### src/rtl/rom_load_pkg.sv
// rom_load_pkg: shared types and constants for the ROM download controller.
//   state_t    : controller FSM states (also visible on rom_load_ctrl.fsm_state)
//   region_t   : 2-bit ROM region index
//   CS_R0..R3  : one-hot region selects driven on rom_cs
//   region_cs(): converts a region index to its one-hot select
package rom_load_pkg;

   typedef enum logic [2:0] {
      IDLE    = 3'd0,
      LOADING = 3'd1,
      SETTLE  = 3'd2,
      RUN     = 3'd3,
      ERROR   = 3'd4
   } state_t;

   typedef logic [1:0] region_t;

   localparam logic [3:0]  CS_R0     = 4'b0001;
   localparam logic [3:0]  CS_R1     = 4'b0010;
   localparam logic [3:0]  CS_R2     = 4'b0100;
   localparam logic [3:0]  CS_R3     = 4'b1000;
   localparam logic [17:0] COUNT_MAX = 18'h3FFFF;

   function automatic logic [3:0] region_cs(input region_t r);
      logic [3:0] cs;
      case (r)
         2'd0:    cs = CS_R0;
         2'd1:    cs = CS_R1;
         2'd2:    cs = CS_R2;
         default: cs = CS_R3;
      endcase
      return cs;
   endfunction

endpackage

### src/rtl/rom_load_ctrl_decode.sv
// rom_region_decode: combinational split of an 18-bit image address into one
// of four ROM regions.
//   addr      : in  18, image byte address
//   r1_base   : in  18, first byte of region 1 (region 0 starts at 0)
//   r2_base   : in  18, first byte of region 2
//   r3_base   : in  18, first byte of region 3
//   total_len : in  18, image length; region 3 ends just below it
//   region    : out 2,  region index
//   offset    : out 18, addr minus the region base
//   in_range  : out 1,  addr < total_len
module rom_region_decode
   import rom_load_pkg::*;
(
   input  logic [17:0] addr,
   input  logic [17:0] r1_base,
   input  logic [17:0] r2_base,
   input  logic [17:0] r3_base,
   input  logic [17:0] total_len,
   output region_t     region,
   output logic [17:0] offset,
   output logic        in_range
);

   always_comb begin
      region   = 2'd0;
      offset   = addr;
      in_range = (addr < total_len);
      if (addr >= r3_base) begin
         region = 2'd3;
         offset = addr - r3_base;
      end else if (addr >= r2_base) begin
         region = 2'd2;
         offset = addr - r2_base;
      end else if (addr >= r1_base) begin
         region = 2'd1;
         offset = addr - r1_base;
      end
   end

endmodule

### src/rtl/rom_load_ctrl.sv
// rom_load_ctrl: sequences the HPS ROM download into the core. Decodes the
// byte stream into four regions, issues a registered one-cycle write strobe,
// holds the core in reset through the download plus a settle period, and
// latches an error when the image length or an address is wrong.
//   clk_sys        : in  1,  system clock
//   reset_n        : in  1,  asynchronous active-low reset
//   ioctl_download : in  1,  download in progress
//   ioctl_wr       : in  1,  byte strobe
//   ioctl_index    : in  16, image index
//   ioctl_addr     : in  25, absolute byte address
//   ioctl_dout     : in  8,  byte data
//   dn_addr        : out 18, region-local address
//   dn_data        : out 8,  registered byte
//   dn_wr          : out 1,  one-cycle write strobe
//   rom_cs         : out 4,  one-hot region select, valid with dn_wr
//   core_reset     : out 1,  active-high core reset (low only in RUN)
//   load_done      : out 1,  high in RUN
//   load_error     : out 1,  length/address error latched
//   byte_count     : out 18, accepted writes of current/last download
//   fsm_state      : out 3,  current controller state (state_t encoding)
// Handshake: ioctl_wr is a single-cycle strobe with no back-pressure; every
// accepted byte yields exactly one dn_wr pulse one cycle later.
module rom_load_ctrl
   import rom_load_pkg::*;
#(
   parameter logic [15:0] ROM_INDEX   = 16'd0,
   parameter logic [17:0] R1_BASE     = 18'h10000,
   parameter logic [17:0] R2_BASE     = 18'h18000,
   parameter logic [17:0] R3_BASE     = 18'h20000,
   parameter logic [17:0] TOTAL_LEN   = 18'h28000,
   parameter int unsigned HOLD_CYCLES = 4096
) (
   input  logic        clk_sys,
   input  logic        reset_n,
   input  logic        ioctl_download,
   input  logic        ioctl_wr,
   input  logic [15:0] ioctl_index,
   input  logic [24:0] ioctl_addr,
   input  logic [7:0]  ioctl_dout,
   output logic [17:0] dn_addr,
   output logic [7:0]  dn_data,
   output logic        dn_wr,
   output logic [3:0]  rom_cs,
   output logic        core_reset,
   output logic        load_done,
   output logic        load_error,
   output logic [17:0] byte_count,
   output logic [2:0]  fsm_state
);

   state_t      state, state_next;
   logic        dl_prev;
   logic        end_pend;
   logic        addr_err;
   logic [31:0] hold_cnt;

   region_t     dec_region;
   logic [17:0] dec_offset;
   logic        dec_in_range;

   logic idx_match, dl_start, wr_take, addr_ok, wr_ok, wr_bad;
   logic enter_loading;

   rom_region_decode u_decode (
      .addr      (ioctl_addr[17:0]),
      .r1_base   (R1_BASE),
      .r2_base   (R2_BASE),
      .r3_base   (R3_BASE),
      .total_len (TOTAL_LEN),
      .region    (dec_region),
      .offset    (dec_offset),
      .in_range  (dec_in_range)
   );

   assign idx_match = (ioctl_index == ROM_INDEX);
   // Starts are edge-based so a download interrupted by reset_n is ignored
   // until ioctl_download has gone low; dl_prev resets high for that reason.
   assign dl_start  = ioctl_download && !dl_prev && idx_match;
   // Writes are taken until the length check cycle, including the one that
   // coincides with ioctl_download falling.
   assign wr_take   = (state == LOADING) && !end_pend && ioctl_wr && idx_match;
   assign addr_ok   = (ioctl_addr[24:18] == 7'd0) && dec_in_range;
   assign wr_ok     = wr_take && addr_ok;
   assign wr_bad    = wr_take && !addr_ok;

   assign enter_loading = (state_next == LOADING) && (state != LOADING);
   assign fsm_state     = state;

   always_comb begin
      state_next = state;
      case (state)
         IDLE: begin
            if (dl_start) state_next = LOADING;
         end
         LOADING: begin
            // end_pend marks the cycle after the download fell, so byte_count
            // already includes a write issued on the falling cycle.
            if (end_pend) begin
               if ((byte_count == TOTAL_LEN) && !addr_err) state_next = SETTLE;
               else                                        state_next = ERROR;
            end
         end
         SETTLE: begin
            if (dl_start)                               state_next = LOADING;
            else if (hold_cnt == 32'(HOLD_CYCLES - 1))  state_next = RUN;
         end
         RUN, ERROR: begin
            if (dl_start) state_next = LOADING;
         end
         default: state_next = IDLE;
      endcase
   end

   always_ff @(posedge clk_sys or negedge reset_n) begin
      if (!reset_n) begin
         state      <= IDLE;
         dl_prev    <= 1'b1;
         end_pend   <= 1'b0;
         addr_err   <= 1'b0;
         hold_cnt   <= 32'd0;
         dn_addr    <= 18'd0;
         dn_data    <= 8'd0;
         dn_wr      <= 1'b0;
         rom_cs     <= 4'd0;
         core_reset <= 1'b1;
         load_done  <= 1'b0;
         load_error <= 1'b0;
         byte_count <= 18'd0;
      end else begin
         state    <= state_next;
         dl_prev  <= ioctl_download;
         end_pend <= (state == LOADING) && (state_next == LOADING) && !ioctl_download;
         hold_cnt <= (state == SETTLE) ? hold_cnt + 32'd1 : 32'd0;

         if (enter_loading)  addr_err <= 1'b0;
         else if (wr_bad)    addr_err <= 1'b1;

         if (enter_loading)                       byte_count <= 18'd0;
         else if (wr_ok && byte_count != COUNT_MAX) byte_count <= byte_count + 18'd1;

         if (enter_loading)                               load_error <= 1'b0;
         else if (state_next == ERROR && state != ERROR)  load_error <= 1'b1;

         core_reset <= (state_next != RUN);
         load_done  <= (state_next == RUN);

         dn_wr <= wr_ok;
         if (wr_ok) begin
            dn_addr <= dec_offset;
            dn_data <= ioctl_dout;
            rom_cs  <= region_cs(dec_region);
         end else begin
            rom_cs  <= 4'd0;
         end
      end
   end

endmodule

### config.mk
export PLATFORM = sky130hd
export DESIGN_NAME = rom_load_ctrl
export DESIGN_NICKNAME = d
export VERILOG_FILES = /design/src/rtl/rom_load_pkg.sv /design/src/rtl/rom_load_ctrl_decode.sv /design/src/rtl/rom_load_ctrl.sv
export SDC_FILE = /design/constraint.sdc
export NUM_CORES = 1
export LEC_CHECK = 0
export ABC_AREA = 1
export ABC_CLOCK_PERIOD_IN_PS = 2400
export BUFFER_PORTS_ARGS = -buffer_cell sky130_fd_sc_hd__buf_4
export CORE_MARGIN = 1
export CORE_UTILIZATION = 30
export DETAILED_ROUTE_END_ITERATION = 6
export PLACE_DENSITY_LB_ADDON = 0.08
export SLEW_MARGIN = 15
export SYNTH_ARGS = -nofsm -noshare
export SYNTH_HDL_FRONTEND = slang
export SYNTH_HIERARCHICAL = 1
export SYNTH_SLANG_ARGS = --single-unit
export TNS_END_PERCENT = 100
### constraint.sdc
create_clock -name clk_sys -period 2.4 [get_ports clk_sys]
set_clock_uncertainty 0.15 [all_clocks]
set_input_delay 0.12 -clock clk_sys [delete_from_list [all_inputs] [get_ports clk_sys]]
set_output_delay 0.12 -clock clk_sys [all_outputs]
set_load 0.05 [all_outputs]
### Word-level counts from Yosys, hierarchy flattened

Cells that the tools add are included.

* logic and storage cells: 85
* output and inout port bits: 55
* input bits: 53
* bits in registers: 90

* magnitude comparators: 4
* equality and inequality tests: 15
* add/subtract/negate cells: 5
* multiplexer cells: 21
* reduce and logical (&&, ||, !) cells: 27

Operator list (number)
* 18-bit two-way mux: 5
* 18-bit by 17-bit greater-or-equal comparator with 1-bit output, second input constant: 2
* 18-bit by 17-bit subtractor with 18-bit output, second input constant: 2
* 32-bit by 1-bit adder with 32-bit output, second input constant: 1
* 32-bit by 12-bit == test with 1-bit output, second input constant: 1
* 32-bit two-way mux: 1
* 18-bit by 1-bit adder with 18-bit output, second input constant: 1
* 18-bit == test, second input constant: 1
* 18-bit greater-or-equal comparator, second input constant: 1
* 18-bit < comparator, second input constant: 1
* 18-bit inequality test, second input constant: 1
* 18-bit subtractor, second input constant: 1
* 16-bit zero test: 1
* 3-bit two-way mux: 5
* 1-bit logical AND: 14
* 4-bit case mux with 3 select lines: 1
* 3-bit by 2-bit == test with 1-bit output, second input constant: 3
* 3-bit case mux with 3 select lines: 1
* 7-bit zero test: 1
* 3-bit by 1-bit == test with 1-bit output, second input constant: 2
* 3-bit == test, second input constant: 2
* 2-bit nonzero test: 3
* 1-bit zero test: 5
* 1-bit two-way mux: 5
* other kinds (10): 11

### Depth between registers and ports, before layout

* depth after elaboration: 9
* gate-level depth with buffers: 18
* mapped depth without buffers: 18

### Hierarchy

Netlist, hierarchy kept.

Modules (own cells, without submodules)
* rom_load_ctrl: cells each 631, instances 1, area each 4727.0 um2
* rom_region_decode: cells each 855, instances 1, area each 4563.1 um2

### Worst setup path before layout

Ideal clock, no wire load.

* path kind: flip-flop to flip-flop
* from: register byte_count[1]
* to: register byte_count[10]
* data arrival time: 1.865 ns
* setup time: 0.113 ns
* clock period less this slack: 2.128 ns
* stages on the path, launching flop included: 11
* slack: 0.272 ns
* data required time: 2.137 ns
* buffers on the path: 0
* path through: dfrtp_1 > ha_1 > nand3_1 > inv_1 > nand3_1 > nor4_1 > nand2_1 > nor2_1 > nor2_1 > nand2_1 > inv_1

* word-level cells in the longest chain between the ends: 8

Ends and longest elaborated chain
* start, declared: RTL line rom_load_ctrl.sv:47 `output logic [17:0] byte_count,`
* start signal, assigned: RTL line rom_load_ctrl.sv:139 `else if (wr_ok && byte_count != COUNT_MAX) byte_count <= byte_count + 18'd1;`
* 18-bit == test: RTL line rom_load_ctrl.sv:99 `if ((byte_count == TOTAL_LEN) && !addr_err) state_next = SETTLE;`
* 1-bit logical AND: RTL line rom_load_ctrl.sv:99
* 3-bit two-way mux: RTL line rom_load_ctrl.sv:99
* 3-bit two-way mux: RTL line rom_load_ctrl.sv:98 `if (end_pend) begin`
* 3-bit case mux with 3 select lines: RTL line rom_load_ctrl.sv:91 `case (state)`
* 3-bit by 1-bit == test with 1-bit output: RTL line rom_load_ctrl.sv:86 `assign enter_loading = (state_next == LOADING) && (state != LOADING);`
* 1-bit logical AND: RTL line rom_load_ctrl.sv:86
* 18-bit two-way mux or 2-bit nonzero test (tied branches)

Parallel ways exist; a longest one is shown, timed or not. The select of a mux whose other input is x is not followed.
A chain may end at the register's enable or synchronous reset.

### Final worst setup path

* from: input port ioctl_addr[17]
* to: register byte_count[14]

* word-level cells in the longest chain between the ends: 5

Ends and longest elaborated chain
* start, declared: RTL line rom_load_ctrl.sv:38 `input logic [24:0] ioctl_addr,`
* 18-bit < comparator: RTL line rom_load_ctrl_decode.sv:27 `in_range = (addr < total_len);`
* named net dec_in_range: RTL line rom_load_ctrl.sv:59 `logic dec_in_range;`
* 1-bit logical AND: RTL line rom_load_ctrl.sv:82 `assign addr_ok = (ioctl_addr[24:18] == 7'd0) && dec_in_range;`
* 1-bit logical AND: RTL line rom_load_ctrl.sv:83 `assign wr_ok = wr_take && addr_ok;`
* 1-bit logical AND: RTL line rom_load_ctrl.sv:139
* 2-bit nonzero test (no source line)

The timed path passes the listed nets, and every way through them passes these cells.

==> reports/results.tsv <==
stage	metric	value	unit
cts	clkTransAtPathRegs	0.07	ns
power_and_ir_drop	design_power_total	0.005097	W
worst_setup_path	critPathTopFamily	simple AND/OR/NAND/NOR gates	
yosys	synth_xor_area_frac	0.04808	
cells_and_area	finish.utilization	0.3977	
yosys	postSynth.topFlopCell	dfrtp_1	
cts	cts-root-buf	clkbuf_16	
power_and_ir_drop	vdd_drop_max	0.3582	mV
cts	tritoncts_buffers	9	
worst_setup_path	crit_chain	buf_4, ha_1, nand2_1, inv_1, nand3_1, inv_1, a21oi_4, o211a_1, and3b_1, nand2_2, nor2_4, buf_4, nand3_1, xor2_1, nand2_1, inv_1	
worst_setup_path	kind_of_capture_point_of_the_worst_setup_path	register	
cells_and_area	flow.area_growth_from_synthesis	30.61	%
worst_setup_path	critPathSlowestCell	ha_1	
cts	clock_insertion_delay_worst_skew	0.35	ns
worst_setup_path	critPathArrivalTime	2.30	ns
yosys	post_synthesis_instance_area	9290	um^2
worst_setup_path	slowest_delay	0.30	ns
worst_setup_path	worstPathBufferInverterCount	5	
cells_and_area	count_of_antenna_diodes_in_the_layout	0	
floorplan	std_cell_rows	64	
cts	tritoncts	built	
drt	number_of_vias_per_cell	4.450	
floorplan	io_pins	108	
placed_design	preCtsSetupSlack	-0.6141	ns
cells_and_area	final_common_cell	nand2_1	
drt	num_vias	9736	
sta	finalWorstSetupSlack	0.1947	ns
worst_setup_path	path_max_fanout	5	
yosys	synth.area.mux_share	0	
worst_setup_path	worst_setup_start_kind	input pin	
sta	finalSetupViolations	0	
drt	drc	0	
worst_setup_path	regToRegEndpoint	byte_count[13]$_DFFE_PN0P_	
worst_setup_path	kind_of_critical_path	input pin to register	
power_and_ir_drop	static-leakage-power	6.500	nW
sta	timing.final.crit_share	0.9189	
sta	clock.fmax	453.4	MHz
sta	grt_setup_unrepaired	no	
sta	finalHoldWorstSlack	0.08524	ns
drt	first_iter_violations	557	
floorplan	die_height	178.0	um
cts	clock_sink_count	90	
drt	finalWirelength	29660	um
worst_setup_path	r2r.worst_path.cells	13	
yosys	yosys_register_bits	90	
yosys	synth-compound-area-share	0.08027	
cts	cts-htree-levels	3	
floorplan	die_area	31680	um^2
yosys	synth-adder-area-share	0.1061	
grt	grt.total_usage	0.1933	
cells_and_area	layout.cells.most_common_list	475 x nand2_1, 253 x inv_1, 222 x buf_4	
floorplan	chipWidth	178.0	um
run_status	status	finished, final reports clean	
job	max_cap_violations	0	
grt	grt_first_pass_wirelength	48180	um
drt	detailedRoute.firstPassIterationCount	5	
floorplan	effective_utilization_at_floorplan	0.3045	
sta	finalCriticalPeriod	2.205	ns
yosys	synth_enable_flop_cells	0	
yosys	combinational_family_with_the_most_area_after_synthesis	simple AND/OR/NAND/NOR gates	
yosys	yosysSeqAreaShare	0.2427	
worst_setup_path	r2r_slack	0.24	ns
cells_and_area	proportion_of_layout_cells_with_a_drive_suffix_above_1	0.1624	
yosys	synth_simple_gate_area_share	0.4003	
yosys	asyncSetResetFlopFracSynth	1.000	
placed_design	input_output_buffers	107	
yosys	synthesis.yosys.warnings	6	
cells_and_area	nets	1917	
grt	first_global_vias	9363	
grt	global_route.overflow_total	0	
grt	grt_start_max_net_pins	66	
power_and_ir_drop	power_per_cell_area	420.0	nW/um^2
grt	antenna_found_initial	0	
yosys	post_synth_inst_count	1486	
sta	finalMaxSlewViolations	0	
worst_hold_path	hp-class	input pin to asynchronous set/reset pin	
floorplan	fp.coreArea	30510	um^2
cts	max-clock-path-buffers	2	
yosys	synthDistinctLibCells	45	
yosys	synth.avg_cell_area	6.252	um^2
placed_design	place.gp.congestion	0.8491	
drt	remaining_antenna_violation_count_after_routing	0	
sta	hold_viol_final	0	
worst_setup_path	crit_required	2.50	ns
worst_setup_path	rr_startpoint	hold_cnt[0]$_DFF_PN0_	
placed_design	dp_hpwl	24630	um
worst_setup_path	crit_top_cell	inv_1	
sta	fin_tns_setup	0	ns
drt	per_cell_routed_wire_length	13.56	um
==> kinds of logic (layout without fill, tap and decap cells) <==
| logic type | count (synthesis) | count (layout) |
|---|---|---|
| buf+inv | 279 | 512 |
| simple gates | 852 | 853 |
| xor+xnor | 51 | 51 |
| compound gates | 135 | 135 |
| fa+ha+maj | 77 | 77 |
| flops | 90 | 90 |
| other cells | 2 | 74 |
==> cell usage after synthesis (11+ instances only) <==
cell      number  area share
a21oi_1       62       0.033
dfrtp_1       88        0.24
ha_1          74        0.10
inv_1        253        0.10
nand2_1      476        0.19
nand3_1      122       0.066
nand3b_1      14       0.011
nand4_1       20       0.013
nor2_1       142       0.057
nor3_1        38       0.020
o21ai_0       32       0.017
o21ai_1       15      0.0081
xnor2_1       11       0.010
xor2_1        40       0.038
==> area by class of cell <==
cell class | instances | area, um^2
Clock buffer | 9 | 225.2
Clock inverter | 7 | 78.83
Fill cell | 3302 | 18380
Inverter | 257 | 964.7
Multi-Input combinational cell | 1190 | 6208
Sequential cell | 90 | 2255
Tap cell | 396 | 495.5
Timing Repair Buffer | 239 | 1907
==> metal layers <==
metal,global-route usage,part of all wire
met3,0.01556,0.036
met1,0.2563,0.48
met5,0,0
met2,0.3384,0.47
met4,0.04452,0.012
==> where the power goes <==
group	internal, W	total [W]	leakage [nW]	switching [W]
sequential	0.00155	0.00158	1.25	0.0000313
combinational	0.000808	0.00205	5.11	0.00125
clock	0.000815	0.00147	0.138	0.000651
==> registers in the layout (all words and copies together) (netlist names), 3 cells and up <==
register / flops
byte_count: 18
fsm_state: 3
rom_cs: 4
hold_cnt: 32
dn_addr: 18
dn_data: 8
==> worst max path at each step <==
stage                                   start                          to  slack [ns]  depth (start not counted)
floorplan           byte_count[1]$_DFFE_PN0P_  byte_count[10]$_DFFE_PN0P_        0.27                         10
global placement               ioctl_addr[16]  byte_count[11]$_DFFE_PN0P_       -0.63                         17
detailed placement             ioctl_addr[16]  byte_count[17]$_DFFE_PN0P_       -0.61                         17
CTS                            ioctl_addr[16]  byte_count[17]$_DFFE_PN0P_        0.04                         17
global route            hold_cnt[0]$_DFF_PN0_   byte_count[9]$_DFFE_PN0P_        0.03                         13
finish                         ioctl_addr[17]  byte_count[14]$_DFFE_PN0P_        0.19                         16
==> worst register-to-register path: cells and delay by family, from the launching register on <==
family                     cells  cell delay, ns
DFF                            1            0.42
adders and majority gates      1            0.19
buffers and inverters          2            0.26
and+or+nand+nor               10            1.05
==> what timing repair did <==
action	in CTS	in global routing
buffers inserted	0	2
endpoints found under the hold margin	98	0
resized for setup	2	5
setup endpoints to repair	49	43
hold buffers	10	0
pin swaps	0	2
gates cloned	0	1
==> per-stage QoR <==
step                instances  area [um^2]
floorplan                1558         9560
global placement         2159        11680
detailed placement       2159        11680
CTS                      2185        12090
global route             2188        12130
finish                   2188        12130
Power figures use the tool's default switching activity.
